`src/rtl/phy_rx_deframer_if.sv`:
```
// Stream signals of phy_rx_deframer: raw PHY word input plus framed payload output.
// master = upstream PHY / downstream MAC environment, slave = the deframer itself.
interface phy_rx_deframer_if;
  logic        in_valid;
  logic [15:0] data_in;
  logic        out_ready;
  logic        out_valid;
  logic [15:0] data_out;
  logic        out_sof;
  logic        out_eof;
  logic        locked;
  logic        frame_err;
  logic        overflow;

  modport master (
    output in_valid, data_in, out_ready,
    input  out_valid, data_out, out_sof, out_eof, locked, frame_err, overflow
  );

  modport slave (
    input  in_valid, data_in, out_ready,
    output out_valid, data_out, out_sof, out_eof, locked, frame_err, overflow
  );
endinterface

```
`src/rtl/phy_rx_deframer.sv`:
```
// RX deframer: hunts for SYNC_WORD, parses a length header, pushes payload into an output FIFO.
// Optional trailing CRC-16-CCITT check is built when PHY_RX_CRC_CHECK_EN is defined.
module phy_rx_deframer #(
  parameter logic [15:0] SYNC_WORD  = 16'hA5C3,
  parameter int          MAX_LEN    = 64,
  parameter int          FIFO_DEPTH = 16
) (
  input  logic             clk,
  input  logic             rst,
  phy_rx_deframer_if.slave bus
);

  localparam int PTR_W = $clog2(FIFO_DEPTH);
  localparam int CNT_W = $clog2(MAX_LEN + 1);

`ifdef PHY_RX_CRC_CHECK_EN
  typedef enum logic [1:0] {S_HUNT, S_HEADER, S_PAYLOAD, S_CRC} state_t;
`else
  typedef enum logic [1:0] {S_HUNT, S_HEADER, S_PAYLOAD} state_t;
`endif

  typedef struct packed {
    logic        sof;
    logic        eof;
    logic [15:0] data;
  } entry_t;

  state_t             state_q, state_d;
  logic               locked_q;
  logic [CNT_W-1:0]   cnt_q, cnt_d;
  logic               first_q, first_d;
  logic               frame_err_q, err_d;
  logic               overflow_q;
  logic [PTR_W:0]     wr_ptr_q, rd_ptr_q;
  entry_t             mem [FIFO_DEPTH];

  logic               len_ok;
  logic               last_word;
  logic               push;
  entry_t             push_entry;
  logic               fifo_empty, fifo_full, pop, accept;
  entry_t             head;

`ifdef PHY_RX_CRC_CHECK_EN
  logic [15:0] crc_q, crc_d;

  // Bit-serial CRC-16-CCITT over one 16-bit word, MSB first.
  function automatic logic [15:0] crc16_word(input logic [15:0] crc, input logic [15:0] word);
    logic [15:0] c;
    c = crc;
    for (int i = 15; i >= 0; i--) begin
      c = {c[14:0], 1'b0} ^ ((c[15] ^ word[i]) ? 16'h1021 : 16'h0000);
    end
    return c;
  endfunction
`endif

  assign len_ok    = (bus.data_in != 16'd0) && (bus.data_in <= 16'(MAX_LEN));
  assign last_word = (cnt_q == CNT_W'(1));

  // FSM: state register. locked tracks the state it is entering so it is high
  // exactly while the FSM sits in HEADER/PAYLOAD/CRC.
  always_ff @(posedge clk) begin
    // NOTE: sequential state uses non-blocking assignments so every register samples pre-edge values.
    if (rst) begin
      state_q  <= S_HUNT;
      locked_q <= 1'b0;
    end else begin
      state_q  <= state_d;
      locked_q <= (state_d != S_HUNT);
    end
  end

  // FSM: next-state logic.
  always_comb begin
    // NOTE: default assignment first so no path leaves state_d unassigned (no latch).
    state_d = state_q;
    if (bus.in_valid) begin
      unique case (state_q)
        S_HUNT:    if (bus.data_in == SYNC_WORD) state_d = S_HEADER;
        S_HEADER:  state_d = len_ok ? S_PAYLOAD : S_HUNT;
`ifdef PHY_RX_CRC_CHECK_EN
        S_PAYLOAD: if (last_word) state_d = S_CRC;
        S_CRC:     state_d = S_HUNT;
`else
        S_PAYLOAD: if (last_word) state_d = S_HUNT;
`endif
        default:   state_d = S_HUNT;
      endcase
    end
  end

  // FSM: outputs and datapath next-state.
  always_comb begin
    cnt_d      = cnt_q;
    first_d    = first_q;
    err_d      = 1'b0;
    push       = 1'b0;
    push_entry = '{sof: first_q, eof: last_word, data: bus.data_in};
`ifdef PHY_RX_CRC_CHECK_EN
    crc_d      = crc_q;
`endif
    if (bus.in_valid) begin
      unique case (state_q)
        S_HUNT: begin
`ifdef PHY_RX_CRC_CHECK_EN
          if (bus.data_in == SYNC_WORD) crc_d = 16'hFFFF;
`endif
        end
        S_HEADER: begin
          if (len_ok) begin
            cnt_d   = bus.data_in[CNT_W-1:0];
            first_d = 1'b1;
          end else begin
            err_d = 1'b1;
          end
`ifdef PHY_RX_CRC_CHECK_EN
          crc_d = crc16_word(crc_q, bus.data_in);
`endif
        end
        S_PAYLOAD: begin
          push    = 1'b1;
          cnt_d   = cnt_q - CNT_W'(1);
          first_d = 1'b0;
`ifdef PHY_RX_CRC_CHECK_EN
          crc_d   = crc16_word(crc_q, bus.data_in);
`endif
        end
`ifdef PHY_RX_CRC_CHECK_EN
        S_CRC: err_d = (bus.data_in != crc_q);
`endif
        default: ;
      endcase
    end
  end

  // FIFO bookkeeping: the extra pointer bit separates full from empty.
  assign fifo_empty = (wr_ptr_q == rd_ptr_q);
  assign fifo_full  = (wr_ptr_q[PTR_W] != rd_ptr_q[PTR_W]) &&
                      (wr_ptr_q[PTR_W-1:0] == rd_ptr_q[PTR_W-1:0]);
  assign pop        = !fifo_empty && bus.out_ready;
  assign accept     = push && (!fifo_full || pop);

  always_ff @(posedge clk) begin
    if (rst) begin
      cnt_q       <= '0;
      first_q     <= 1'b0;
      frame_err_q <= 1'b0;
      overflow_q  <= 1'b0;
      wr_ptr_q    <= '0;
      rd_ptr_q    <= '0;
`ifdef PHY_RX_CRC_CHECK_EN
      crc_q       <= '0;
`endif
    end else begin
      cnt_q       <= cnt_d;
      first_q     <= first_d;
      frame_err_q <= err_d;
      if (push && !accept) overflow_q <= 1'b1;
      if (accept) wr_ptr_q <= wr_ptr_q + (PTR_W+1)'(1);
      if (pop)    rd_ptr_q <= rd_ptr_q + (PTR_W+1)'(1);
`ifdef PHY_RX_CRC_CHECK_EN
      crc_q       <= crc_d;
`endif
    end
  end

  // NOTE: storage is deliberately not reset; emptiness comes from the pointers and outputs are gated.
  always_ff @(posedge clk) begin
    if (accept) mem[wr_ptr_q[PTR_W-1:0]] <= push_entry;
  end

  assign head          = mem[rd_ptr_q[PTR_W-1:0]];
  assign bus.out_valid = !fifo_empty;
  assign bus.data_out  = fifo_empty ? 16'd0 : head.data;
  assign bus.out_sof   = !fifo_empty && head.sof;
  assign bus.out_eof   = !fifo_empty && head.eof;
  assign bus.locked    = locked_q;
  assign bus.frame_err = frame_err_q;
  assign bus.overflow  = overflow_q;

endmodule
```
`src/flat_wrapper.sv`:
```
// flat-port wrapper written by rule: the top's interface ports become plain ports
module phy_rx_deframer_flat 
#(
  parameter logic [15:0] SYNC_WORD  = 16'hA5C3,
  parameter int          MAX_LEN    = 64,
  parameter int          FIFO_DEPTH = 16
)
  (clk, rst, bus_in_valid, bus_data_in, bus_out_ready, bus_out_valid, bus_data_out, bus_out_sof, bus_out_eof, bus_locked, bus_frame_err, bus_overflow);
  phy_rx_deframer_if bus_i ();
  input  logic clk;
  input  logic rst;
  input wire logic [$bits(bus_i.in_valid)-1:0] bus_in_valid;
  input wire logic [$bits(bus_i.data_in)-1:0] bus_data_in;
  input wire logic [$bits(bus_i.out_ready)-1:0] bus_out_ready;
  output wire logic [$bits(bus_i.out_valid)-1:0] bus_out_valid;
  output wire logic [$bits(bus_i.data_out)-1:0] bus_data_out;
  output wire logic [$bits(bus_i.out_sof)-1:0] bus_out_sof;
  output wire logic [$bits(bus_i.out_eof)-1:0] bus_out_eof;
  output wire logic [$bits(bus_i.locked)-1:0] bus_locked;
  output wire logic [$bits(bus_i.frame_err)-1:0] bus_frame_err;
  output wire logic [$bits(bus_i.overflow)-1:0] bus_overflow;
  assign bus_i.in_valid = bus_in_valid;
  assign bus_i.data_in = bus_data_in;
  assign bus_i.out_ready = bus_out_ready;
  assign bus_out_valid = bus_i.out_valid;
  assign bus_data_out = bus_i.data_out;
  assign bus_out_sof = bus_i.out_sof;
  assign bus_out_eof = bus_i.out_eof;
  assign bus_locked = bus_i.locked;
  assign bus_frame_err = bus_i.frame_err;
  assign bus_overflow = bus_i.overflow;
  phy_rx_deframer #(.SYNC_WORD(SYNC_WORD), .MAX_LEN(MAX_LEN), .FIFO_DEPTH(FIFO_DEPTH)) u_core (.clk(clk), .rst(rst), .bus(bus_i));
endmodule
```
`config.mk`:
```
export PLATFORM = sky130hd
export DESIGN_NAME = phy_rx_deframer_flat
export DESIGN_NICKNAME = d
export VERILOG_FILES = /design/src/rtl/phy_rx_deframer_if.sv /design/src/rtl/phy_rx_deframer.sv /design/src/flat_wrapper.sv
export SDC_FILE = /design/constraint.sdc
export NUM_CORES = 1
export LEC_CHECK = 0
export ABC_AREA = 1
export CORE_ASPECT_RATIO = 1.1
export CORE_MARGIN = 2
export CORE_UTILIZATION = 55
export CTS_CLUSTER_SIZE = 20
export DETAILED_ROUTE_END_ITERATION = 12
export PLACE_DENSITY = 0.73
export SLEW_MARGIN = 10
export SYNTH_ARGS = -nofsm -noshare
export SYNTH_HDL_FRONTEND = slang
export SYNTH_SLANG_ARGS = --single-unit
export TNS_END_PERCENT = 50
```
`constraint.sdc`:
```
create_clock -name clk -period 2.4 [get_ports clk]
set_input_delay 0.24 -clock clk [delete_from_list [all_inputs] [get_ports clk]]
set_output_delay 0.24 -clock clk [all_outputs]
set_load 0.03 [all_outputs]
```
## Word-level counts from Yosys, hierarchy flattened

Memories as Yosys holds them, arrays and structs flattened. A register that Yosys moved wholly into a read port is not among the register bits.
Index checks and enable logic that the tools add are counted.

- Bits in read-only memories: 0
- Latch bits: 0
- Memories kept: 1
- Output and inout port bits: 22
- Register bits: 23
- Logic and storage cells: 57
- Memory bits (writable): 288

- Equal/unequal tests: 8
- Divide/modulo/power cells: 0
- Shift operators: 0
- Reduce and logical (&&, ||, !) cells: 17
- Order comparisons: 1
- $mul: 0
- Bitwise gates (word level): 2
- Add/subtract/negate cells: 3
- Mux-type cells: 17

Memories:

| name | words | width | read ports | clocked after memory_dff | write ports | line | source |
|---|---|---|---|---|---|---|---|
| u_core.mem | 16 | 18 | 1 | 1 | 1 | phy_rx_deframer.sv:35 | `entry_t mem [FIFO_DEPTH];` |

Operators with widths:

| kind | number |
|---|---|
| $eq 16x16->1 const B | 1 |
| $le 16x7->1 const B | 1 |
| $mux 16 | 1 |
| $reduce_bool 16->1 | 1 |
| $pmux 7 s2 | 1 |
| $add 5x1->5 const B | 2 |
| $mux 2 | 4 |
| $mux 4 | 2 |
| $eq 7x1->1 const B | 1 |
| $logic_and 1x1->1 | 7 |
| $mux 7 | 1 |
| $sub 7x1->7 const B | 1 |
| $mux 1 | 6 |
| $pmux 2 s3 | 1 |
| $eq 5x5->1 | 1 |
| $eq 4x4->1 | 1 |
| $reduce_bool 2->1 | 2 |
| $logic_not 1->1 | 3 |
| $reduce_and 3->1 | 1 |
| $reduce_or 3->1 | 1 |
| $eq 2x1->1 const B | 1 |
| $eq 2x2->1 const B | 1 |
| $logic_not 2->1 | 1 |
| $ne 2x1->1 const B | 1 |
| other kinds (4) | 5 |

## Longest topological paths before layout

- Word-level depth: 7
- Depth in mapped cells: 10
- Gate-level depth less buffers: 9

## Worst setup path after synthesis

Ideal clock, no wire load.

- Path kind: flip-flop to flip-flop
- Start: reg u_core.state_q[1]
- End: mem u_core.mem[0][0] (netlist bit) (enable)
- Path slack: 0.140 ns
- Stages on the path, launching flop included: 9
- Arrival: 1.868 ns
- Clock period less this slack: 2.260 ns
- Required time: 2.008 ns
- Cells stage by stage: dfxtp_1 > inv_2 > nor2_4 > inv_2 > nor2_4 > nand2_2 > inv_2 > nand2_1 > nor2_1

- Word-level cells in the longest chain between the ends: 6

RTL lines:

| element | line | source |
|---|---|---|
| start, declared | phy_rx_deframer.sv:28 | `state_t state_q, state_d;` |
| start signal, assigned | phy_rx_deframer.sv:69 | `state_q <= state_d;` |
| $eq 2x2->1 | phy_rx_deframer.sv:104 | `unique case (state_q)` |
| $mux 1 | phy_rx_deframer.sv:104 |  |
| $mux 1 | phy_rx_deframer.sv:103 | `if (bus.in_valid) begin` |
| $logic_and 1x1->1 | phy_rx_deframer.sv:142 | `assign accept = push && (!fifo_full \|\| pop);` |
| $mux 1 | phy_rx_deframer.sv:170 | `if (accept) mem[wr_ptr_q[PTR_W-1:0]] <= push_entry;` |
| $mux 1 (not written as such) | phy_rx_deframer.sv:170 |  |
| end, declared | phy_rx_deframer.sv:35 |  |

No other way between the ends.

==> results.py <==
metrics = {
    "synth": {
        "synth-compound-area-share_pct": 13.13,
        "synth.area.top_cells": "edfxtp_1, inv_1, nand2_1, dfxtp_1, a21oi_1",
        "syn_avg_cell_area_um2": 11.37,
        "synth_ff_type": "edfxtp_1",
        "synthesis.area_um2": 13640,
        "synthAdderAreaFrac_pct": 0.6421,
        "synthMuxAreaShare_pct": 0,
        "syn_inst": 1200,
        "synth_fp_nets": 1227,
        "synth_async_sr_flop_share_pct": 0,
        "synth_warnings": 0,
        "synth-edff-count": 288,
        "ys_ff_latch": 315,
        "ys_types": 33,
        "yosys.area_share.simple_pct": 10.27,
        "ys_seq_area_share_pct": 67.36,
        "synth_top_cell_by_area": "edfxtp_1",
        "synthXorXnorAreaFrac_pct": 0.7063,
        "yosys.area.top_type_share_pct": 63.40,
        "synthTopCellsByCount": "edfxtp_1, inv_1, nand2_1",
        "synth_top_family_by_area": "compound AO/OA/AOI/OAI gates",
        "synth.most_common_cell": "edfxtp_1",
    },
    "global_route": {
        "grt_max_degree": 56,
        "grt_overflow": 0,
        "grt_pass1_vias": 8725,
        "antenna_found_initial": 0,
        "grt_usage_pct": 24.32,
        "grt_pass1_wl_um": 48650,
    },
    "power": {
        "ir_worst_vdd_v": 0.0008140,
        "leakagePower_nw": 6.118,
        "powerDensity_nw_per_um2": 765.3,
        "power_mw": 12.60,
    },
    "layout": {
        "synthToLayoutAreaGrowth_pct": 20.68,
        "instances_no_fill": 1632,
        "drive_above_1_share_pct": 20.95,
        "diodes": 0,
        "post-route-cell-area_um2": 16460,
        "nNetsFinal": 1325,
    },
    "routing": {
        "vias_per_cell": 5.707,
        "drc": 0,
        "wire_per_inst_um": 20.26,
        "vias": 9314,
        "drt_pass1_iterations": 9,
        "initialDrtViolationCount": 992,
        "wirelength_um": 33060,
        "ant_nets": 0,
    },
    "timing": {
        "max_slew_margin_pct": 50.07,
        "fin_crit_sh_pct": 103.9,
        "fin_skew_ps": 7.727,
        "fmax_ghz": 0.4010,
        "slew_violations": 0,
        "finalHoldViolations": 0,
        "setup_viol": 3,
        "timing.hold.ws_ps": 415.7,
        "worstMarginPinSlew_ps": 747.9,
        "fin_crit_ps": 2494,
        "fin_ws_ps": -93.60,
        "rsz0062_at_grt": "yes",
    },
    "worst_setup_path": {
        "path_class": "reg2out",
        "r2r-start": "u_core.state_q[1]$_SDFF_PP0_",
        "worst_setup_path_end_kind": "output pin",
        "critPathLaunchType": "flip-flop",
        "cp_max_fo": 7,
        "worstPathArrival_ps": 2250,
        "required_ps": 2160,
    },
    "min_path": {
        "hp-class": "in2reg",
        "holdCritStartpoint": "bus_out_ready",
    },
    "die": {
        "io_pins": 42,
        "rows": 60,
        "die_area_um2": 26080,
        "die_y_um": 169.2,
        "core_um2": 24400,
        "start_util_pct": 55.91,
        "die_x_um": 154.2,
    },
    "outcome": {
        "outcome": "finished, violations left",
        "violations": "setup timing",
    },
    "clocking": {
        "root_buffer": "clkbuf_16",
        "clk_path_buf_depth": 3,
        "clk_latency_ps": 550,
        "htreeDepth": 1,
        "clock-sinks": 315,
        "tritoncts": "yes",
        "clk_pin_slew_ps": 60,
        "cts-buffers-inserted": 31,
        "ctsHoldBuffers": 0,
    },
    "placement": {
        "placed_area_um2": 14810,
        "place_hpwl_um": 19690,
        "gp_congestion": 0.8881,
        "placedCellCount": 1555,
        "io_buffers": 41,
    },
    "job": {
        "drv_cap": 0,
    },
}
## critical path, stage by stage (launching register included)
cell	delay, ps
dfxtp_4	400
buf_6	150
clkbuf_16	150
o211ai_1	230
nand3_1	160
o21ai_2	120
nand2_1	90
nand2_2	90
nor2_4	60
buf_6	120
buf_12	120
## flip-flops by register name, indices dropped and copies added (netlist names), named ones only
register / count
u_core.first_q: 1
u_core.wr_ptr_q: 5
u_core.bus.frame_err: 1
u_core.bus.locked: 1
u_core.mem: 288
u_core.state_q: 2
u_core.cnt_q: 7
u_core.rd_ptr_q: 5
u_core.bus.overflow: 1
## layout make-up
type                            count  area [um2]
Sequential cell                   315        9203
Fill cell                        1653        7936
Multi-Input combinational cell    645        3582
Timing Repair Buffer              131        1489
Clock buffer                       38       822.0
Inverter                          174       653.1
Tap cell                          310       387.9
Clock inverter                     19       325.3
## routing by layer
layer | wire [um] | up-vias | share of wire, % | track usage, %
met5 | 0 | - | 0 | 0
met4 | 867 | 0 | 2.6 | 8.574
met3 | 2335 | 66 | 7.1 | 3.064
met2 | 16470 | 414 | 50 | 40.98
met1 | 13390 | 4485 | 41 | 32.96
li1 | - | 4349 | - | -
## repair_timing
action,CTS,global route
cloned,0,7
setup buffers,7,7
setup endpoints to repair,19,18
resized for setup,26,67
pin swaps,0,14
## worst paths after layout
check	end	slack, ps	cells past startpoint
setup / recovery	bus_data_out[2]	-90	10
hold / removal	u_core.rd_ptr_q[4]$_SDFFE_PP0P_	420	3
setup reg to reg	u_core.mem[8][2]$_DFFE_PP_	280	9
hold reg to reg	u_core.bus.overflow$_SDFFE_PP0P_	480	2
## cells by family (layout without fill, tap and decap cells)
kind of cell / after synthesis / in the layout
compound gates: 297 / 297
xor+xnor: 11 / 11
fa+ha+maj: 7 / 7
buf+inv: 240 / 362
flops: 315 / 315
simple gates: 330 / 330
## layout by cell type (no fill, tap or decap), types with 2 or more instances in the layout
cell	count
edfxtp_1	288
inv_1	167
nand2_1	156
a21oi_1	91
nand3_1	80
buf_4	69
o21ai_0	55
o21ai_1	51
nor2_1	46
clkbuf_16	38
o211ai_1	36
a21oi_2	31
nor2_2	27
clkdlybuf4s50_1	22
dfxtp_1	20
o211ai_2	18
buf_12	18
o21ai_2	11
buf_6	11
bufinv_16	9
nand2_2	8
xor2_1	7
ha_1	7
inv_2	5
dfxtp_2	5
clkinv_2	5
clkbuf_1	5
clkinv_1	4
xnor2_1	4
nand3_2	4
nor2_4	4
clkinvlp_4	3
buf_16	3
a31oi_1	2
dfxtp_4	2
clkbuf_8	2
## per-stage QoR
step | utilization (%) | setup slack [ps] | setup TNS [ps]
2_1_floorplan | - | 139.8 | 0
4_1_cts | 65.86 | -49.36 | -202.9
6_report | 67.47 | -93.60 | -123.6
3_5_place_dp | 60.69 | 162.1 | 0
5_1_grt | 67.47 | -212.9 | -1140
3_3_place_gp | 60.69 | 246.1 | 0
## power breakdown
group / internal (mW) / switching (mW)
Combinational: 0.474 / 0.734
Sequential: 5.97 / 0.0184
Clock: 3.39 / 2.01
Total: 9.84 / 2.76
No activity file was read; power rests on OpenSTA's default activity.
